$ cat src/rtl/base2log_pkg.sv
// Shared constants, fraction table and leading-one search for the base-2 log pipeline.
package base2log_pkg;

  localparam int unsigned DEF_INPUT_WIDTH  = 32;
  localparam int unsigned DEF_MANT_BITS    = 4;
  localparam int unsigned DEF_FRAC_BITS    = 3;
  localparam int unsigned DEF_OUTPUT_WIDTH = $clog2(DEF_INPUT_WIDTH) + DEF_FRAC_BITS;

  // Widest operand the leading-one search handles.
  localparam int unsigned LOD_MAX_WIDTH = 64;
  localparam int unsigned LOD_IDX_W     = $clog2(LOD_MAX_WIDTH);

  // One extra bit so the m=15 entry can carry a full unit into the integer part.
  typedef logic [DEF_FRAC_BITS:0] frac_t;

  // round(2^FRAC_BITS * log2(1 + m/2^MANT_BITS)) for m = 0..15
  localparam frac_t FRAC_LUT [2**DEF_MANT_BITS] = '{
    4'd0, 4'd1, 4'd1, 4'd2, 4'd3, 4'd3, 4'd4, 4'd4,
    4'd5, 4'd5, 4'd6, 4'd6, 4'd6, 4'd7, 4'd7, 4'd8
  };

  // Index of the highest set bit; 0 when no bit is set.
  function automatic logic [LOD_IDX_W-1:0] lead_one_pos(input logic [LOD_MAX_WIDTH-1:0] v);
    lead_one_pos = '0;
    for (int unsigned i = 0; i < LOD_MAX_WIDTH; i++) begin
      if (v[i]) lead_one_pos = LOD_IDX_W'(i);
    end
  endfunction

endpackage

$ cat src/rtl/base2log_if.sv
// Operand/result bundle between a producer and the base2log pipeline.
interface base2log_if #(
  parameter int unsigned INPUT_WIDTH  = base2log_pkg::DEF_INPUT_WIDTH,
  parameter int unsigned OUTPUT_WIDTH = base2log_pkg::DEF_OUTPUT_WIDTH
);
  logic                    valid_i;
  logic [INPUT_WIDTH-1:0]  number_i;
  logic                    valid_o;
  logic [OUTPUT_WIDTH-1:0] log_o;

  modport master (output valid_i, number_i, input valid_o, log_o);
  modport slave  (input valid_i, number_i, output valid_o, log_o);
endinterface

$ cat src/rtl/base2log_lod.sv
// Leading-one detector: highest set bit index plus an all-zero flag.
module base2log_lod
  import base2log_pkg::*;
#(
  parameter int unsigned INPUT_WIDTH = DEF_INPUT_WIDTH
) (
  input  logic [INPUT_WIDTH-1:0]         number,
  output logic [$clog2(INPUT_WIDTH)-1:0] index,
  output logic                           zero
);
  localparam int unsigned IDX_W = $clog2(INPUT_WIDTH);

  assign index = IDX_W'(lead_one_pos(LOD_MAX_WIDTH'(number)));
  assign zero  = ~|number;
endmodule

$ cat src/rtl/base2log.sv
// Two-stage pipelined log2 of an unsigned integer, result in unsigned Q(e).FRAC_BITS.
module base2log
  import base2log_pkg::*;
#(
  parameter int unsigned INPUT_WIDTH  = DEF_INPUT_WIDTH,
  parameter int unsigned MANT_BITS    = DEF_MANT_BITS,
  parameter int unsigned FRAC_BITS    = DEF_FRAC_BITS,
  parameter int unsigned OUTPUT_WIDTH = $clog2(INPUT_WIDTH) + FRAC_BITS
) (
  input  logic     clk,
  input  logic     rst,
  base2log_if.slave bus
);
  localparam int unsigned E_W   = $clog2(INPUT_WIDTH);
  localparam int unsigned SUM_W = OUTPUT_WIDTH + 1;

  logic [E_W-1:0]         lod_e;
  logic                   lod_zero;
  logic [E_W-1:0]         shamt;
  logic [INPUT_WIDTH-1:0] norm;
  logic [MANT_BITS-1:0]   mant;

  logic                   s1_valid;
  logic [E_W-1:0]         s1_e;
  logic [MANT_BITS-1:0]   s1_m;
  logic                   s1_zero;

  frac_t                  frac;
  logic [SUM_W-1:0]       sum;
  logic [OUTPUT_WIDTH-1:0] log_next;

  logic                    out_valid;
  logic [OUTPUT_WIDTH-1:0] out_log;

  base2log_lod #(.INPUT_WIDTH(INPUT_WIDTH)) u_lod (
    .number (bus.number_i),
    .index  (lod_e),
    .zero   (lod_zero)
  );

  // Shifting the leading one to the MSB leaves the mantissa directly below it,
  // already left-aligned and zero-padded when few bits sit under the leading one.
  always_comb begin
    shamt = E_W'(INPUT_WIDTH - 1) - lod_e;
    norm  = bus.number_i << shamt;
    mant  = norm[INPUT_WIDTH-2 -: MANT_BITS];
  end

  always_ff @(posedge clk) begin
    if (rst) begin
      s1_valid <= 1'b0;
      s1_e     <= '0;
      s1_m     <= '0;
      s1_zero  <= 1'b0;
    end else begin
      s1_valid <= bus.valid_i;
      if (bus.valid_i) begin
        s1_e    <= lod_e;
        s1_m    <= mant;
        s1_zero <= lod_zero;
      end
    end
  end

  always_comb begin
    frac = FRAC_LUT[s1_m];
    sum  = SUM_W'({s1_e, {FRAC_BITS{1'b0}}}) + SUM_W'(frac);
    if (s1_zero)
      log_next = '0;
    else if (sum[OUTPUT_WIDTH])
      log_next = '1;
    else
      log_next = sum[OUTPUT_WIDTH-1:0];
  end

  always_ff @(posedge clk) begin
    if (rst) begin
      out_valid <= 1'b0;
      out_log   <= '0;
    end else begin
      out_valid <= s1_valid;
      if (s1_valid) out_log <= log_next;
    end
  end

  assign bus.valid_o = out_valid;
  assign bus.log_o   = out_log;

endmodule

$ cat src/flat_wrapper.sv
// flat-port wrapper written by rule: the top's interface ports become plain ports
module base2log_flat import base2log_pkg::*;
#(
  parameter int unsigned INPUT_WIDTH  = DEF_INPUT_WIDTH,
  parameter int unsigned MANT_BITS    = DEF_MANT_BITS,
  parameter int unsigned FRAC_BITS    = DEF_FRAC_BITS,
  parameter int unsigned OUTPUT_WIDTH = $clog2(INPUT_WIDTH) + FRAC_BITS
)
  (clk, rst, bus_valid_i, bus_number_i, bus_valid_o, bus_log_o);
  base2log_if #(.INPUT_WIDTH(INPUT_WIDTH), .OUTPUT_WIDTH(OUTPUT_WIDTH)) bus_i ();
  input  logic clk;
  input  logic rst;
  input wire logic [$bits(bus_i.valid_i)-1:0] bus_valid_i;
  input wire logic [$bits(bus_i.number_i)-1:0] bus_number_i;
  output wire logic [$bits(bus_i.valid_o)-1:0] bus_valid_o;
  output wire logic [$bits(bus_i.log_o)-1:0] bus_log_o;
  assign bus_i.valid_i = bus_valid_i;
  assign bus_i.number_i = bus_number_i;
  assign bus_valid_o = bus_i.valid_o;
  assign bus_log_o = bus_i.log_o;
  base2log #(.INPUT_WIDTH(INPUT_WIDTH), .MANT_BITS(MANT_BITS), .FRAC_BITS(FRAC_BITS), .OUTPUT_WIDTH(OUTPUT_WIDTH)) u_core (.clk(clk), .rst(rst), .bus(bus_i));
endmodule
$ cat config.mk
export PLATFORM = sky130hd
export DESIGN_NAME = base2log_flat
export DESIGN_NICKNAME = d
export VERILOG_FILES = /design/src/rtl/base2log_pkg.sv /design/src/rtl/base2log_if.sv /design/src/rtl/base2log_lod.sv /design/src/rtl/base2log.sv /design/src/flat_wrapper.sv
export SDC_FILE = /design/constraint.sdc
export NUM_CORES = 1
export LEC_CHECK = 0
export CAP_MARGIN = 0
export CORE_AREA = 8 8 75 77
export DETAILED_ROUTE_END_ITERATION = 12
export DIE_AREA = 0 0 83 85
export MAX_ROUTING_LAYER = met4
export PLACE_DENSITY = 0.82
export SETUP_SLACK_MARGIN = 0.15
export SYNTH_ARGS = -nofsm -noshare
export SYNTH_HDL_FRONTEND = slang
export SYNTH_SLANG_ARGS = --single-unit
$ cat constraint.sdc
create_clock -name clk -period 4.25 [get_ports clk]
set_input_delay 0.425 -clock clk [delete_from_list [all_inputs] [get_ports clk]]
set_output_delay 0.425 -clock clk [all_outputs]
set_load 0.1 [all_outputs]
Word level (Yosys, flattened, before mapping):

Memories as Yosys holds them, arrays and structs flattened.
Cells that the tools add are included.

* $add $sub $neg: 2
* magnitude comparators: 1
* shift-type cells: 1
* muxes and demuxes: 35
* bitwise gates (word level): 1
* reductions and logical operators: 2

Operators by type and width (number)
* $mux 5: 30
* $reduce_or 32->1: 1
* $shl 32x5->31: 1
* $mux 8: 2
* $add 8x4->9: 1
* $mux 4: 2
* $ge 5x5->1 const B: 1
* $not 4->5: 1
* $sub 5x5->5 const A: 1
* $logic_not 1->1: 1
* $mux 1: 1

* register bits: 20
* ROM bits: 64
* bits of input ports: 35
* output and inout bits: 9
* memories kept: 1

Memories
* (no name shown): depth 16, bits a word 4, read ports 1, clocked after Yosys merged registers in 0, write ports 0, RTL line base2log.sv:66 `frac = FRAC_LUT[s1_m];`

Longest topological paths before layout:

Gate-level depths: netlist of the first run.

* word-level depth: 33
* depth in mapped cells: 11
* mapped depth without buffers: 9

Cells and area by module:

From an unflattened synthesis of the first run, not the netlist that was laid out.

* cell total of the unflattened synthesis: 265
* area total of the unflattened synthesis: 2273.4 um2

Modules (own cells, without submodules)
* base2log: instances 1, cells an instance 200, area an instance 1939.4 um2
* base2log_lod: instances 1, cells an instance 65, area an instance 334.1 um2

Least setup slack after synthesis of the first run:

Ideal clock, no wire load.

* path kind: input to register
* start: input bus_number_i[12]
* end: register u_core.s1_m[2]
* arrival time: 2.522 ns
* data required time: 4.118 ns
* setup slack: 1.596 ns
* cell stages on the path: 9
* path buffers: 1
* path through: or3_1 -> a221oi_2 -> o21ai_2 -> a211oi_4 -> buf_6 -> mux2_1 -> a32o_1 -> a211oi_1 -> o32ai_1

* cells in the longest elaborated chain, start to end: 22

RTL lines
* from (decl): RTL line flat_wrapper.sv:14 `input wire logic [$bits(bus_i.number_i)-1:0] bus_number_i;`
* $mux 5 (20 in a row): RTL line base2log_pkg.sv:26 `if (v[i]) lead_one_pos = LOD_IDX_W'(i);`
* $sub 5x5->5: RTL line base2log.sv:44 `shamt = E_W'(INPUT_WIDTH - 1) - lod_e;`
* $shl 32x5->31 (*): RTL line base2log.sv:45 `norm = bus.number_i << shamt;`
* to (signal assigned): RTL line base2log.sv:59 `s1_m <= mant;`
* to (decl): RTL line base2log.sv:25 `logic [MANT_BITS-1:0] s1_m;`

Every way passes the cells marked *; elsewhere a longest branch is shown, timed or not.
A chain may end at the register's enable or synchronous reset.

Worst setup path after layout of the first run:

* start: input bus_number_i[8]
* end: register u_core.s1_m[2]

* cells in the longest elaborated chain, start to end: 26

RTL lines (RTL line)
* $mux 5 (24 in a row): base2log_pkg.sv:26
* $sub 5x5->5: base2log.sv:44
* $shl 32x5->31 (*): base2log.sv:45

Marks and branches as above.

==> results of run 1 <==
==> metrics by stage <==
step	hold slack (ns)	cell area, sq um
global route	0.478	2890
CTS	0.470	2890
detailed placement	0.456	2820
floorplan	0.465	2390
global placement	0.455	2820
finish	0.468	2890
==> state kept, by name, summed over array words and instances (netlist names) <==
register and count:
u_core.bus.log_o 8, u_core.bus.valid_o 1, u_core.s1_e 5, u_core.s1_m 4
u_core.s1_valid 1, u_core.s1_zero 1
==> report_power, final <==
group | switching, W | total, W | leakage, nW | internal [W]
Combinational | 0.000144 | 0.000252 | 0.931 | 0.000108
Sequential | 0.0000119 | 0.000210 | 0.165 | 0.000198
Clock | 0.0000638 | 0.000190 | 0.0357 | 0.000126
Total | 0.000220 | 0.000652 | 1.13 | 0.000432
==> cells by family after synthesis <==
family / after synthesis / share of synthesized area (%)
simple gates: 124 / 24.6
compound gates: 92 / 29.6
mux: 38 / 19.8
buf+inv: 27 / 6.06
flops: 20 / 16.7
fa+ha+maj: 4 / 2.09
xor+xnor: 3 / 1.10
==> final cells by class <==
class	instances	share of cell area, %
Tap cell	54	2.34
Multi-Input combinational cell	261	64.1
Clock buffer	3	1.43
Clock inverter	1	1.04
Inverter	10	1.30
Timing Repair Buffer	47	16.0
Sequential cell	20	13.9
==> worst max-delay path, delay by kind of cell <==
family,cells,cell delay [ns]
AO/OA/AOI/OAI,5,1.45
AND/OR/NAND/NOR,2,0.79
multiplexers,1,0.29
buffers and inverters,1,0.57
==> layer usage <==
layer	GRT usage, %	part of all wire [%]	vias up
met5	-	0	-
met3	2.87	6.3	18
li1	-	-	1248
met1	25.0	43	1243
met2	33.3	48	131
met4	6.39	2.3	0
==> worst max-delay path by stage <==
| stage | startpoint | to | slack, ns | cells past startpoint |
|---|---|---|---|---|
| floorplan | bus_number_i[12] | u_core.s1_m[2] | 1.60 | 9 |
| global placement | bus_number_i[5] | u_core.s1_m[2] | 0.63 | 10 |
| detailed placement | bus_number_i[5] | u_core.s1_m[2] | 0.60 | 10 |
| CTS | bus_number_i[8] | u_core.s1_m[2] | 0.86 | 9 |
| global route | bus_number_i[8] | u_core.s1_m[2] | 0.57 | 9 |
| finish | bus_number_i[8] | u_core.s1_m[2] | 0.84 | 9 |
==> cell usage in the layout (no fill, tap or decap), drive strengths merged, types with 7 or more instances in the layout <==
master,Yosys,layout
clkdlybuf4s50,0,43
nor2,41,41
nand2,29,29
mux2i,26,26
dfxtp,20,20
a21oi,18,18
o21ai,16,16
inv,10,10
nor2b,10,10
nand3,8,8
o211ai,8,8
a211oi,8,8
nor4,7,7
==> results.txt, run 1 <==
Summing all multi-input logic gate instances after layout gives 0.00185 sq mm. OpenSTA, run right after detailed placement, puts the worst setup slack at 0.605 ns. The standby leakage power was 1.13 nW; the fill cell total of the finished layout was 426.

The wire length of the first global-routing pass came out at 12.2 mm. The count of endpoints failing setup in the final report came out at 0. The clock period could shrink to 3.41 ns.

The initial antenna violation count is 0, and the number of cells on the worst hold path is 2. For this run, asynchronously set or reset flops after synthesis account for 0%. The vertical die dimension is 85 um, and the share of the clock period used by the worst path after layout is 80.3%.

For this run, the leading register cell type out of synthesis is sky130_fd_sc_hd__dfxtp_1. Data arrives at the worst endpoint at 3.53 ns. Detailed placement ended at an HPWL of 5.59 mm.

The startpoint identified for the worst hold timing path is u_core.bus.log_o[6]. The count of placed standard cells including taps is 392. The maximum count of clock buffers along a single path was 2. The via count of the first global-routing pass was 2533. After clock tree synthesis, the flow added hold-fix buffers numbering 0.

The worst-case headroom to the max-slew limit was 34.3%; the count of port buffers added during placement was 43. 0 antenna diodes ended up in the layout. The run finished with clean final reports.

The commonest cells after synthesis are sky130_fd_sc_hd__nor2_1, sky130_fd_sc_hd__nand2_1, sky130_fd_sc_hd__mux2i_1. The detailed router finished its first iteration with 229 violations. Between clock sinks in the finished design, the worst skew comes to 0.00708 ns. Of all nets on the critical path, the largest fanout is 22.

The kind of critical path was input pin to flop. The largest single stage delay on the critical path is 0.64 ns. The transition time at the pin with the least slew margin was 0.983 ns. The most common cell in the synthesized netlist is sky130_fd_sc_hd__nor2_1. Based on the critical path, the design can be clocked at up to 293 MHz.

Setup repair after global routing left no endpoint under its margin. The number of cells on the worst reg-to-reg path is 8. Gate count of the mapped netlist: 308.

The vias per cell works out to 6.67. After synthesis the cells add up to 0.00239 sq mm. Cell at the root of the clock tree: sky130_fd_sc_hd__clkbuf_8. Power spread over the standard cell area amounts to 226 mW/mm^2. The required time at the endpoint of the critical path was 4.36 ns; the synthesis-to-finish area growth was 20.5%. The run gives 25 as the number of standard-cell rows in the floorplan. The tools report the critical path endpoint category as a flop. The clock net in this run drives a total of 20 sinks.

Summed over its instances, the top area cell type makes up 16.7% of the synthesized netlist area. In this run the post-CTS setup repair buffer count came out at 0. Walking the worst path, the cells encountered are clkdlybuf4s50_1 -> or4_1 -> o211a_1 -> o21ai_4 -> mux2i_1 -> and2_0 -> a211oi_1 -> a2111oi_0 -> o32ai_1. Counting flops and latches in the post-synthesis netlist gives 20.

The horizontal die dimension was 83 um. For this run, the share of the core covered by cells in the final layout is 63.6%. Yosys printed 0 warnings. The tools report the latest clock arrival within the worst-skew pair as 0.26 ns. Entering global routing, the biggest net connects 23 pins. The die covers 0.00706 sq mm. Counting flops with a built-in enable in the synthesized netlist gives 0. The logs give 0 for the max-cap violation count and 6 for the number of iterations in the first detailed-routing pass. For this run, the register share of the synthesized area comes to 16.7%.

The final standard cell count with taps included and fillers excluded is 396. The type of origin of the critical path is an input pin. The count of instances resized after the clock tree is built was 0. The logs give 2640 for the routed via count and 0 for the number of hold-slack violations in the final timing report. Once detail routing completed, the nets flagged for antenna violations numbered 0. When the netlist entered floorplanning its net count stood at 347. In the final layout, the share of cells above drive strength 1 is 6.73%.

The tools report the placer's final routability congestion estimate as 0.927. The worst register-to-register path begins at u_core.s1_m[1]. Power comes to 0.000652 W.

Summed over all layers, the global routing overflow is 0. For the final count of pins violating max slew, the log shows 0. After clock tree synthesis, the clock-pin slew on the worst setup and hold paths is 0.08 ns. The logs give 63 for the number of distinct standard cells referenced by the synthesized netlist and 0.837 ns for the setup slack of the critical path after layout. The tools report the total detailed-routing wirelength as 7.32 mm.

The total DRC errors in the routed layout came out at 0. The tools report the top-level port count as 44. In this run the critical register-to-register path is captured at u_core.bus.log_o[0]. In this run the standard cell core region covers 0.00454 sq mm. The routed wire length per instance was 18.5 um; the sequential cell area was 400 sq um. Path category of the worst min-delay check: flop to flop. The number of H-tree levels came out at 1.

In this run the register-to-register setup slack is 2.28 ns. VDD sags by at most 0.129 mV. Sorting the synthesized cells by area gives the leading types as sky130_fd_sc_hd__dfxtp_1, sky130_fd_sc_hd__mux2i_1, sky130_fd_sc_hd__nor2_1, sky130_fd_sc_hd__nand2_1, sky130_fd_sc_hd__a21oi_1. Slowest cell on the critical path: sky130_fd_sc_hd__or4_1. TritonCTS built the clock tree. Counting the buffers created by CTS gives 3.

In the final timing run, aggregate negative setup slack is 0 ns. The synthesized area per cell is 7.78 sq um. Starting density of the core: 52.8%.

In the global route stage, overall resource usage came out at 20.3%. The leading area contributor after synthesis was sky130_fd_sc_hd__dfxtp_1. At the end of the flow, the number of nets in the layout was 382. The path with the worst hold slack has its endpoint at u_core.bus.log_o[6].
Power figures use the tool's default switching activity.
==> run 2, diff against run 1 <==
--- a/config.mk
+++ b/config.mk
@@ -6,11 +6,11 @@
 export NUM_CORES = 1
 export LEC_CHECK = 0
 export CAP_MARGIN = 0
-export CORE_AREA = 8 8 75 77
+export CORE_AREA = 8 8 76 78
 export DETAILED_ROUTE_END_ITERATION = 12
-export DIE_AREA = 0 0 83 85
+export DIE_AREA = 0 0 84 86
 export MAX_ROUTING_LAYER = met4
-export PLACE_DENSITY = 0.82
+export PLACE_DENSITY = 0.8
 export SETUP_SLACK_MARGIN = 0.15
 export SYNTH_ARGS = -nofsm -noshare
 export SYNTH_HDL_FRONTEND = slang
==> constraint.sdc (replaced) <==
create_clock -name clk -period 3.4 [get_ports clk]
set_input_delay 0.34 -clock clk [delete_from_list [all_inputs] [get_ports clk]]
set_output_delay 0.34 -clock clk [all_outputs]
set_load 0.1 [all_outputs]
==> run 2 against run 1 <==
Effect of this change:
- worst setup slack worse by 0.48 ns
- register-to-register slack got worse by 0.77 ns
- clock skew about the same
- combinational power increased by 33%
- sequential share of layout area decreased by 1.0 points
- worst hold slack better by 0.0015 ns
- cell count grew 6.8%
- wire length is 4.0% lower
- critical path depth increased by 2
- sequential power grew 25%
==> results.txt, run 2 (synthesis gave the netlist of run 1 again) <==
For the footprint of the multi-input gates, the log shows 0.00186 sq mm (was 0.00185 sq mm). The count of endpoints failing setup in the final report is 0 (unchanged). The worst-case headroom to the max-slew limit was 31.9% (was 34.3%); the transition time at the pin with the least slew margin was 0.996 ns (was 0.983 ns). The number of DRC markers after the initial detailed-route iteration is 190 (was 229). The post-placement setup slack was 0.0590 ns (was 0.605 ns). The logs give 0.00694 ns (was 0.00708 ns) for the setup clock skew after layout and 3.57 ns (was 4.36 ns) for the required time at the endpoint of the critical path. The run gives 19.7% (was 20.3%) as the global router's overall resource usage. Largest incremental delay on the critical path: 0.63 ns (was 0.64 ns). Setup repair after global routing left no endpoint under its margin. The tools report the type of origin of the critical path as an input pin (unchanged). The internal reg-to-reg setup slack was 1.51 ns (was 2.28 ns); the worst path arrival time was 3.21 ns (was 3.53 ns). The tools report the critical register-to-register path startpoint as u_core.s1_m[1] (unchanged). The vertical die dimension works out to 86 um (was 85 um). Worst-path cell chain: clkdlybuf4s50_1 -> or4_1 -> o21ai_1 -> o21ai_4 -> buf_12 -> buf_4 -> mux2i_1 -> mux2i_1 -> a221oi_1 -> or3_1 -> o32ai_1 (was clkdlybuf4s50_1 -> or4_1 -> o211a_1 -> o21ai_4 -> mux2i_1 -> and2_0 -> a211oi_1 -> a2111oi_0 -> o32ai_1). The layout cell share with drive strength beyond 1 was 13.8% (was 6.73%).

The run gives 0 (unchanged) as the initial antenna violation count. The max-cap violation count is 0 (unchanged). The cell that appears most often on the critical path is sky130_fd_sc_hd__mux2i_1.

The total overflow reported by the global router came out at 0 (unchanged). Start point of the critical path: bus_number_i[23] (was bus_number_i[8]). The peak supply drop is 0.189 mV (was 0.129 mV).

The switching share of power works out to 33.0% (was 33.7%). The run gives 0.26 ns (about the same) as the latest clock arrival within the worst-skew pair. The total detailed-routing wirelength was 7.03 mm (was 7.32 mm); the vias per cell was 6.28 (was 6.67).

The setup slack of the critical path after layout came out at 0.360 ns (was 0.837 ns). Most frequent cells in the layout: sky130_fd_sc_hd__clkdlybuf4s50_1, sky130_fd_sc_hd__nor2_1, sky130_fd_sc_hd__nand2_1, sky130_fd_sc_hd__buf_4, sky130_fd_sc_hd__mux2i_1 (was sky130_fd_sc_hd__clkdlybuf4s50_1, sky130_fd_sc_hd__nor2_1, sky130_fd_sc_hd__nand2_1). The number of hold-slack violations in the final timing report was 0 (unchanged); the internal portion of total power was 0.000559 W (was 0.000432 W).

The starting density of the core was 52.1% (was 52.8%). The part of the total power dissipated in sequential elements was 31.5% (was 32.2%); the HPWL after detailed placement was 5.52 mm (was 5.59 mm). The power density over cell area is 267 mW/mm^2 (was 226 mW/mm^2). The run gives 0.00460 sq mm (was 0.00454 sq mm) as the total core area. Kind of critical path: input pin to flop (unchanged).

Switching power of the nets: 0.000275 W (was 0.000220 W). Cell at the root of the clock tree: sky130_fd_sc_hd__clkbuf_8 (unchanged). The logs give 0 ns (unchanged) for the total negative slack for setup checks and 1.27 nW (was 1.13 nW) for the standby leakage power. The top-level port count was 44 (unchanged); the number of flip-flops in the largest register was 8 (unchanged). For the highest clock frequency the design can meet, the log shows 329 MHz.

The number of H-tree levels was 1 (unchanged). The maximum fanout along the worst path came out at 10 (was 22). The tools report the number of nets in the layout as 409 (was 382).

Critical path endpoint category: a flop (unchanged). The fill cell total of the finished layout is 407 (was 426). The number of standard-cell rows in the floorplan was 25 (unchanged); the combinational cell fraction of total power was 40.1% (was 38.7%). The run gives 400 sq um (unchanged) as the sequential cell area. The number of buffers added by the clock tree synthesis step is 3 (unchanged), and the maximum number of pins on one net before global-route repair is 27 (was 23). The logs give 0.00312 sq mm (was 0.00289 sq mm) for the final cell area excluding filler cells and 0.959 (was 0.927) for the placer's final routability congestion estimate. The tools report the wire length of the first global-routing pass as 12.0 mm (was 12.2 mm).

The number of sinks handled by clock tree synthesis came out at 20 (unchanged). The endpoint of the most critical setup path was u_core.s1_m[2] (unchanged). The run finished with clean final reports.

The most common library cell in the layout ignoring fill and taps is sky130_fd_sc_hd__clkdlybuf4s50_1 (unchanged). The maximum count of clock buffers along a single path came out at 2 (unchanged). TritonCTS built the clock tree. The cts-stage hold buffer count is 0 (unchanged), and the final antenna diode count is 0 (unchanged).

Slowest cell on the critical path: sky130_fd_sc_hd__or4_1 (unchanged). The worst flop-to-flop path endpoint is u_core.bus.log_o[3] (was u_core.bus.log_o[0]). Synthesis-to-finish area growth: 30.3% (was 20.5%).

The fraction of power consumed by the clock network was 28.4% (was 29.1%). The logs give 2563 (was 2533) for the via count of the first global-routing pass and 0.000834 W (was 0.000652 W) for the overall power consumption. For the remaining number of nets flagged by the antenna check after routing, the log shows 0 (unchanged). The horizontal die dimension was 84 um (was 83 um).

The number of iterations in the first detailed-routing pass is 5 (was 6), and the final critical-path required period is 3.04 ns. The full die area is 0.00722 sq mm (was 0.00706 sq mm), and the share of the clock period used by the worst path after layout is 89.4%. The path category of the worst min-delay check is flop to flop (unchanged).

The clock-pin slew on the worst setup and hold paths was 0.08 ns (about the same); the number of cells on the worst reg-to-reg path was 8 (unchanged). The run gives 2658 (was 2640) as the routed via count. The final count of pins violating max slew was 0 (unchanged); the total DRC errors in the routed layout was 0 (unchanged). Count of port buffers added during placement: 43 (unchanged).

The routed wire length per instance is 16.6 um (was 18.5 um). For the area of placed instances, the log shows 0.00301 sq mm (was 0.00282 sq mm).
-- run 2: final cells by class --
| cell class | count | area share, % |
|---|---|---|
| Tap cell | 54 | 2.17 |
| Clock buffer | 3 | 1.32 |
| Sequential cell | 20 | 12.8 |
| Inverter | 10 | 1.20 |
| Clock inverter | 1 | 0.962 |
| Multi-Input combinational cell | 261 | 59.5 |
| Timing Repair Buffer | 74 | 22.1 |
-- run 2: worst min path at each step --
stage	end	depth (start not counted)	start	slack (ns)
after floorplan	u_core.s1_e[0]	2	u_core.s1_e[0]	0.46
after detailed placement	u_core.bus.log_o[2]	2	u_core.bus.log_o[2]	0.46
final	u_core.bus.log_o[6]	2	u_core.bus.log_o[6]	0.47
after global routing	u_core.bus.log_o[6]	2	u_core.bus.log_o[6]	0.51
after global placement	u_core.bus.log_o[6]	2	u_core.bus.log_o[6]	0.45
after CTS	u_core.bus.log_o[2]	2	u_core.bus.log_o[2]	0.47
-- run 2: worst max-delay path, delay by kind of cell --
kind	cells	cell delay (ns)
AO/OA/AOI/OAI	4	0.71
AND/OR/NAND/NOR	2	0.99
multiplexers	2	0.32
buffers and inverters	3	0.84
-- run 2: power by group through the flow --
stage | sequential (W) | combinational (W) | clock (W)
final | 0.000263 | 0.000334 | 0.000237
after global routing | 0.000266 | 0.000360 | 0.000250
after CTS | 0.000263 | 0.000327 | 0.000239
after detailed placement | 0.000268 | 0.000326 | 0
after global placement | 0.000267 | 0.000322 | 0
after floorplan | 0.000295 | 0.000174 | 0
-- run 2: metrics by stage --
stage	util (%)	cells	hold WS, ns
6_report	67.9	423	0.469
4_1_cts	67.0	420	0.474
3_5_place_dp	65.4	416	0.463
2_1_floorplan	-	308	0.465
5_1_grt	67.9	423	0.508
3_3_place_gp	65.4	416	0.454
-- run 2: layer usage --
metal	global-route usage [%]	vias to the layer above	wire length, um
met3	3.22	10	381
met5	-	-	0
met2	32.0	93	3330
met4	4.55	0	76
li1	-	1308	-
met1	25.0	1247	3240
-- run 2: timing repair --
item                                    CTS  global route
buffers inserted                          0             3
gates resized for setup                   0             1
endpoints found under the setup margin    0             1
==> run 3, diff against run 2 <==
==> constraint.sdc (replaced) <==
create_clock -name clk -period 3.4 [get_ports clk]
set_input_delay 1.02 -clock clk [delete_from_list [all_inputs] [get_ports clk]]
set_output_delay 1.02 -clock clk [all_outputs]
set_load 0.1 [all_outputs]
==> run 3 against run 2 <==
Effect of this change:
- the flow now finishes with violations (setup timing)
- clock skew down 0.0012 ns
- clock power about the same
- combinational power up 48%
- first-iteration DRC count rose to 2.6 times the previous value
- worst hold slack better by 0.0050 ns
- sequential cell count unchanged
- via count up 34%
- die area unchanged
- cell count up 21%
- largest power group unchanged
- critical path depth up 2
- count of clock-buffer cells in the layout unchanged
==> results.txt, run 3 (synthesis gave the netlist of run 1 again) <==
The run finished, with violations left. The checks that failed: setup timing. Maximum count of clock buffers along a single path: 2 (unchanged).

The setup clock skew after layout came out at 0.00577 ns (was 0.00694 ns). Most frequent cells in the layout: sky130_fd_sc_hd__buf_4, sky130_fd_sc_hd__nor2_1, sky130_fd_sc_hd__nand2_1 (was sky130_fd_sc_hd__clkdlybuf4s50_1, sky130_fd_sc_hd__nor2_1, sky130_fd_sc_hd__nand2_1, sky130_fd_sc_hd__buf_4, sky130_fd_sc_hd__mux2i_1). The number of H-tree levels is 1 (unchanged), and the placer's final routability congestion estimate is 1.01 (was 0.959). The footprint of the multi-input gates was 0.00218 sq mm (was 0.00186 sq mm); the number of DRC markers after the initial detailed-route iteration was 487 (was 190).

The count of placed standard cells including taps was 488 (was 416); the maximum fanout along the worst path was 4 (was 10). For the latest clock arrival within the worst-skew pair, the log shows 0.26 ns (about the same). The routed via count was 3554 (was 2658); the final antenna diode count was 0 (unchanged). Layout cell share with drive strength beyond 1: 44.1% (was 13.8%). The tools report the worst-case headroom to the max-slew limit as 61.3% (was 31.9%).

The most common library cell in the layout ignoring fill and taps is sky130_fd_sc_hd__buf_4 (was sky130_fd_sc_hd__clkdlybuf4s50_1). Number of buffers added by the clock tree synthesis step: 3 (unchanged). The tools report the worst flop-to-flop path endpoint as u_core.bus.log_o[3] (unchanged). The top-level port count is 44 (unchanged). The total core area came out at 0.00460 sq mm (unchanged).

The number of flip-flops in the largest register is 8 (unchanged). The horizontal die dimension came out at 84 um (unchanged). The global router's overall resource usage came out at 26.3% (was 19.7%). Switching share of power: 35.5% (was 33.0%). The run gives 5 (unchanged) as the number of iterations in the first detailed-routing pass.

The max-cap violation count was 0 (unchanged). The required time at the endpoint of the critical path is 3.55 ns (was 3.57 ns). The transition time at the pin with the least slew margin came out at 0.575 ns (was 0.996 ns).

Type of origin of the critical path: an input pin (unchanged). Cell at the root of the clock tree: sky130_fd_sc_hd__clkbuf_8 (unchanged). The tools report the total detailed-routing wirelength as 12.0 mm (was 7.03 mm). Cell occurring most often along the worst timing path: sky130_fd_sc_hd__buf_4 (was sky130_fd_sc_hd__mux2i_1). Setup repair after global routing could not meet its margin everywhere.

TritonCTS built the clock tree. The internal portion of total power is 0.000639 W (was 0.000559 W). The count of endpoints failing setup in the final report is 1 (was 0), and the number of cells on the worst hold path is 2 (unchanged). The critical register-to-register path startpoint is u_core.s1_m[1] (unchanged).

The path category of the worst min-delay check was flop to flop (unchanged). The via count of the first global-routing pass is 3306 (was 2563). The run gives 52.1% (unchanged) as the starting density of the core. For the sequential cell area, the log shows 400 sq um (unchanged). The fill cell total of the finished layout came out at 164 (was 407). Worst-path cell chain: dlygate4sd2_1 -> buf_4 -> nor2_1 -> o31ai_1 -> buf_4 -> a311oi_2 -> buf_4 -> buf_4 -> o21ai_0 -> o211ai_1 -> o311ai_1 -> o311ai_1 -> a41o_1 (was clkdlybuf4s50_1 -> or4_1 -> o21ai_1 -> o21ai_4 -> buf_12 -> buf_4 -> mux2i_1 -> mux2i_1 -> a221oi_1 -> or3_1 -> o32ai_1).

The synthesis-to-finish area growth came out at 74.9% (was 30.3%). The area of placed instances is 0.00354 sq mm (was 0.00301 sq mm), and the cts-stage hold buffer count is 0 (unchanged). The logs give 0 (unchanged) for the total overflow reported by the global router and 13 (was 27) for the maximum number of pins on one net before global-route repair. Largest incremental delay on the critical path: 0.46 ns (was 0.63 ns).

Worst path arrival time: 3.59 ns (was 3.21 ns). The logs give 0.150 mV (was 0.189 mV) for the peak supply drop and 0 (unchanged) for the total DRC errors in the routed layout. The logs give 0 (unchanged) for the initial antenna violation count and 7.01 mm (was 5.52 mm) for the HPWL after detailed placement. The fraction of power consumed by the clock network was 23.6% (was 28.4%). The start point of the critical path is bus_number_i[26] (was bus_number_i[23]). The logs give 0 (unchanged) for the final count of pins violating max slew and 291 MHz (was 329 MHz) for the highest clock frequency the design can meet.

Part of the total power dissipated in sequential elements: 26.6% (was 31.5%). The count of port buffers added during placement is 43 (unchanged), and the final critical-path required period is 3.44 ns (was 3.04 ns). The number of nets in the layout is 498 (was 409). Vias per cell: 6.94 (was 6.28). For the switching power of the nets, the log shows 0.000353 W (was 0.000275 W). The tools report the worst hold endpoint as u_core.bus.log_o[2] (was u_core.bus.log_o[6]).

For the full die area, the log shows 0.00722 sq mm (unchanged). The worst hold path startpoint was u_core.bus.log_o[2] (was u_core.bus.log_o[6]). The run gives -0.0381 ns (was 0.360 ns) as the setup slack of the critical path after layout. The final standard cell count with taps included and fillers excluded was 512 (was 423); the final cell area excluding filler cells was 0.00419 sq mm (was 0.00312 sq mm).

The number of cells on the worst reg-to-reg path came out at 8 (unchanged). The standby leakage power came out at 1.92 nW (was 1.27 nW). The run gives 0.000992 W (was 0.000834 W) as the overall power consumption. The number of hold-slack violations in the final timing report was 0 (unchanged); the share of the clock period used by the worst path after layout was 101% (was 89.4%). The power density over cell area was 237 mW/mm^2 (was 267 mW/mm^2); the internal reg-to-reg setup slack was 1.44 ns (was 1.51 ns).

The combinational cell fraction of total power was 49.8% (was 40.1%). The tools report the critical path endpoint category as a flop (unchanged). The vertical die dimension is 86 um (unchanged). For the remaining number of nets flagged by the antenna check after routing, the log shows 0 (unchanged). The number of sinks handled by clock tree synthesis is 20 (unchanged).

The run gives 25 (unchanged) as the number of standard-cell rows in the floorplan. The clock-pin slew on the worst setup and hold paths is 0.07 ns (was 0.08 ns), and the routed wire length per instance is 23.5 um (was 16.6 um). The wire length of the first global-routing pass is 15.5 mm (was 12.0 mm). The kind of critical path is input pin to flop (unchanged).

The slowest cell on the critical path was sky130_fd_sc_hd__o21ai_0 (was sky130_fd_sc_hd__or4_1).
-- run 3: changes by cell type in the layout (fill, tap and decap cells not counted), moves of 4 or more --
cell,before,now
sky130_fd_sc_hd__dlygate4sd2_1,0,6
sky130_fd_sc_hd__mux2i_1,26,19
sky130_fd_sc_hd__clkbuf_2,0,4
sky130_fd_sc_hd__nor4_1,6,1
sky130_fd_sc_hd__nor2_1,41,36
sky130_fd_sc_hd__buf_4,29,112
sky130_fd_sc_hd__a211oi_1,7,3
sky130_fd_sc_hd__buf_6,0,13
sky130_fd_sc_hd__clkdlybuf4s15_1,0,4
sky130_fd_sc_hd__dlymetal6s2s_1,0,14
sky130_fd_sc_hd__mux2i_2,0,5
sky130_fd_sc_hd__nor2_2,0,4
sky130_fd_sc_hd__a211oi_2,0,4
sky130_fd_sc_hd__clkdlybuf4s50_1,43,4
-- run 3: repair_timing --
| item | 4_1_cts | 5_1_grt |
|---|---|---|
| setup endpoints to repair | 4 | 4 |
| pin swaps | 21 | 25 |
| cloned | 1 | 0 |
| gates resized for setup | 58 | 76 |
| setup buffers | 12 | 7 |
-- run 3: area by class of cell --
cell class              count  area share [%]
clock inverters             1           0.717
multi-input cells         261            52.0
inverters                  10           0.896
flip-flops and latches     20            9.56
clock buffers               3           0.986
well taps                  54            1.61
repair buffers            163            34.2
-- run 3: how the worst max path moves through the flow --
stage,end,cells after the start
after floorplan,u_core.s1_m[2],9
after global placement,u_core.s1_m[2],9
after detailed placement,u_core.s1_m[1],10
after CTS,u_core.s1_m[0],12
after global routing,u_core.s1_m[3],13
final,u_core.s1_m[3],13
-- run 3: power by group through the flow --
stage / Sequential (W) / Clock, W / Combinational [W]
after floorplan: 0.000295 / 0 / 0.000174
after global placement: 0.000268 / 0 / 0.000379
after detailed placement: 0.000269 / 0 / 0.000388
after CTS: 0.000264 / 0.000235 / 0.000424
after global routing: 0.000266 / 0.000247 / 0.000514
final: 0.000264 / 0.000234 / 0.000494
-- run 3: routing by layer --
metal	GRT usage (%)	vias to the layer above	routed length [um]
li1	-	1479	-
met2	45.5	309	5750
met1	27.9	1642	4160
met5	-	-	0
met4	16.6	0	980
met3	3.32	124	1150
-- run 3: worst max-delay path, delay by kind of cell --
kind / cells / cell delay [ns]
AND/OR/NAND/NOR: 1 / 0.05
buffers and inverters: 5 / 0.96
AO/OA/AOI/OAI: 7 / 1.55
-- run 3: per-stage QoR --
| step | setup WS, ns | hold slack, ns | TNS [ns] | util [%] |
|---|---|---|---|---|
| floorplan | 0.151 | 0.465 | 0 | - |
| global placement | -0.416 | 0.455 | -1.32 | 77.0 |
| detailed placement | -0.407 | 0.458 | -1.47 | 77.0 |
| CTS | 0.157 | 0.478 | 0 | 84.7 |
| global route | -0.0743 | 0.497 | -0.0743 | 91.1 |
| finish | -0.0381 | 0.474 | -0.0381 | 91.1 |
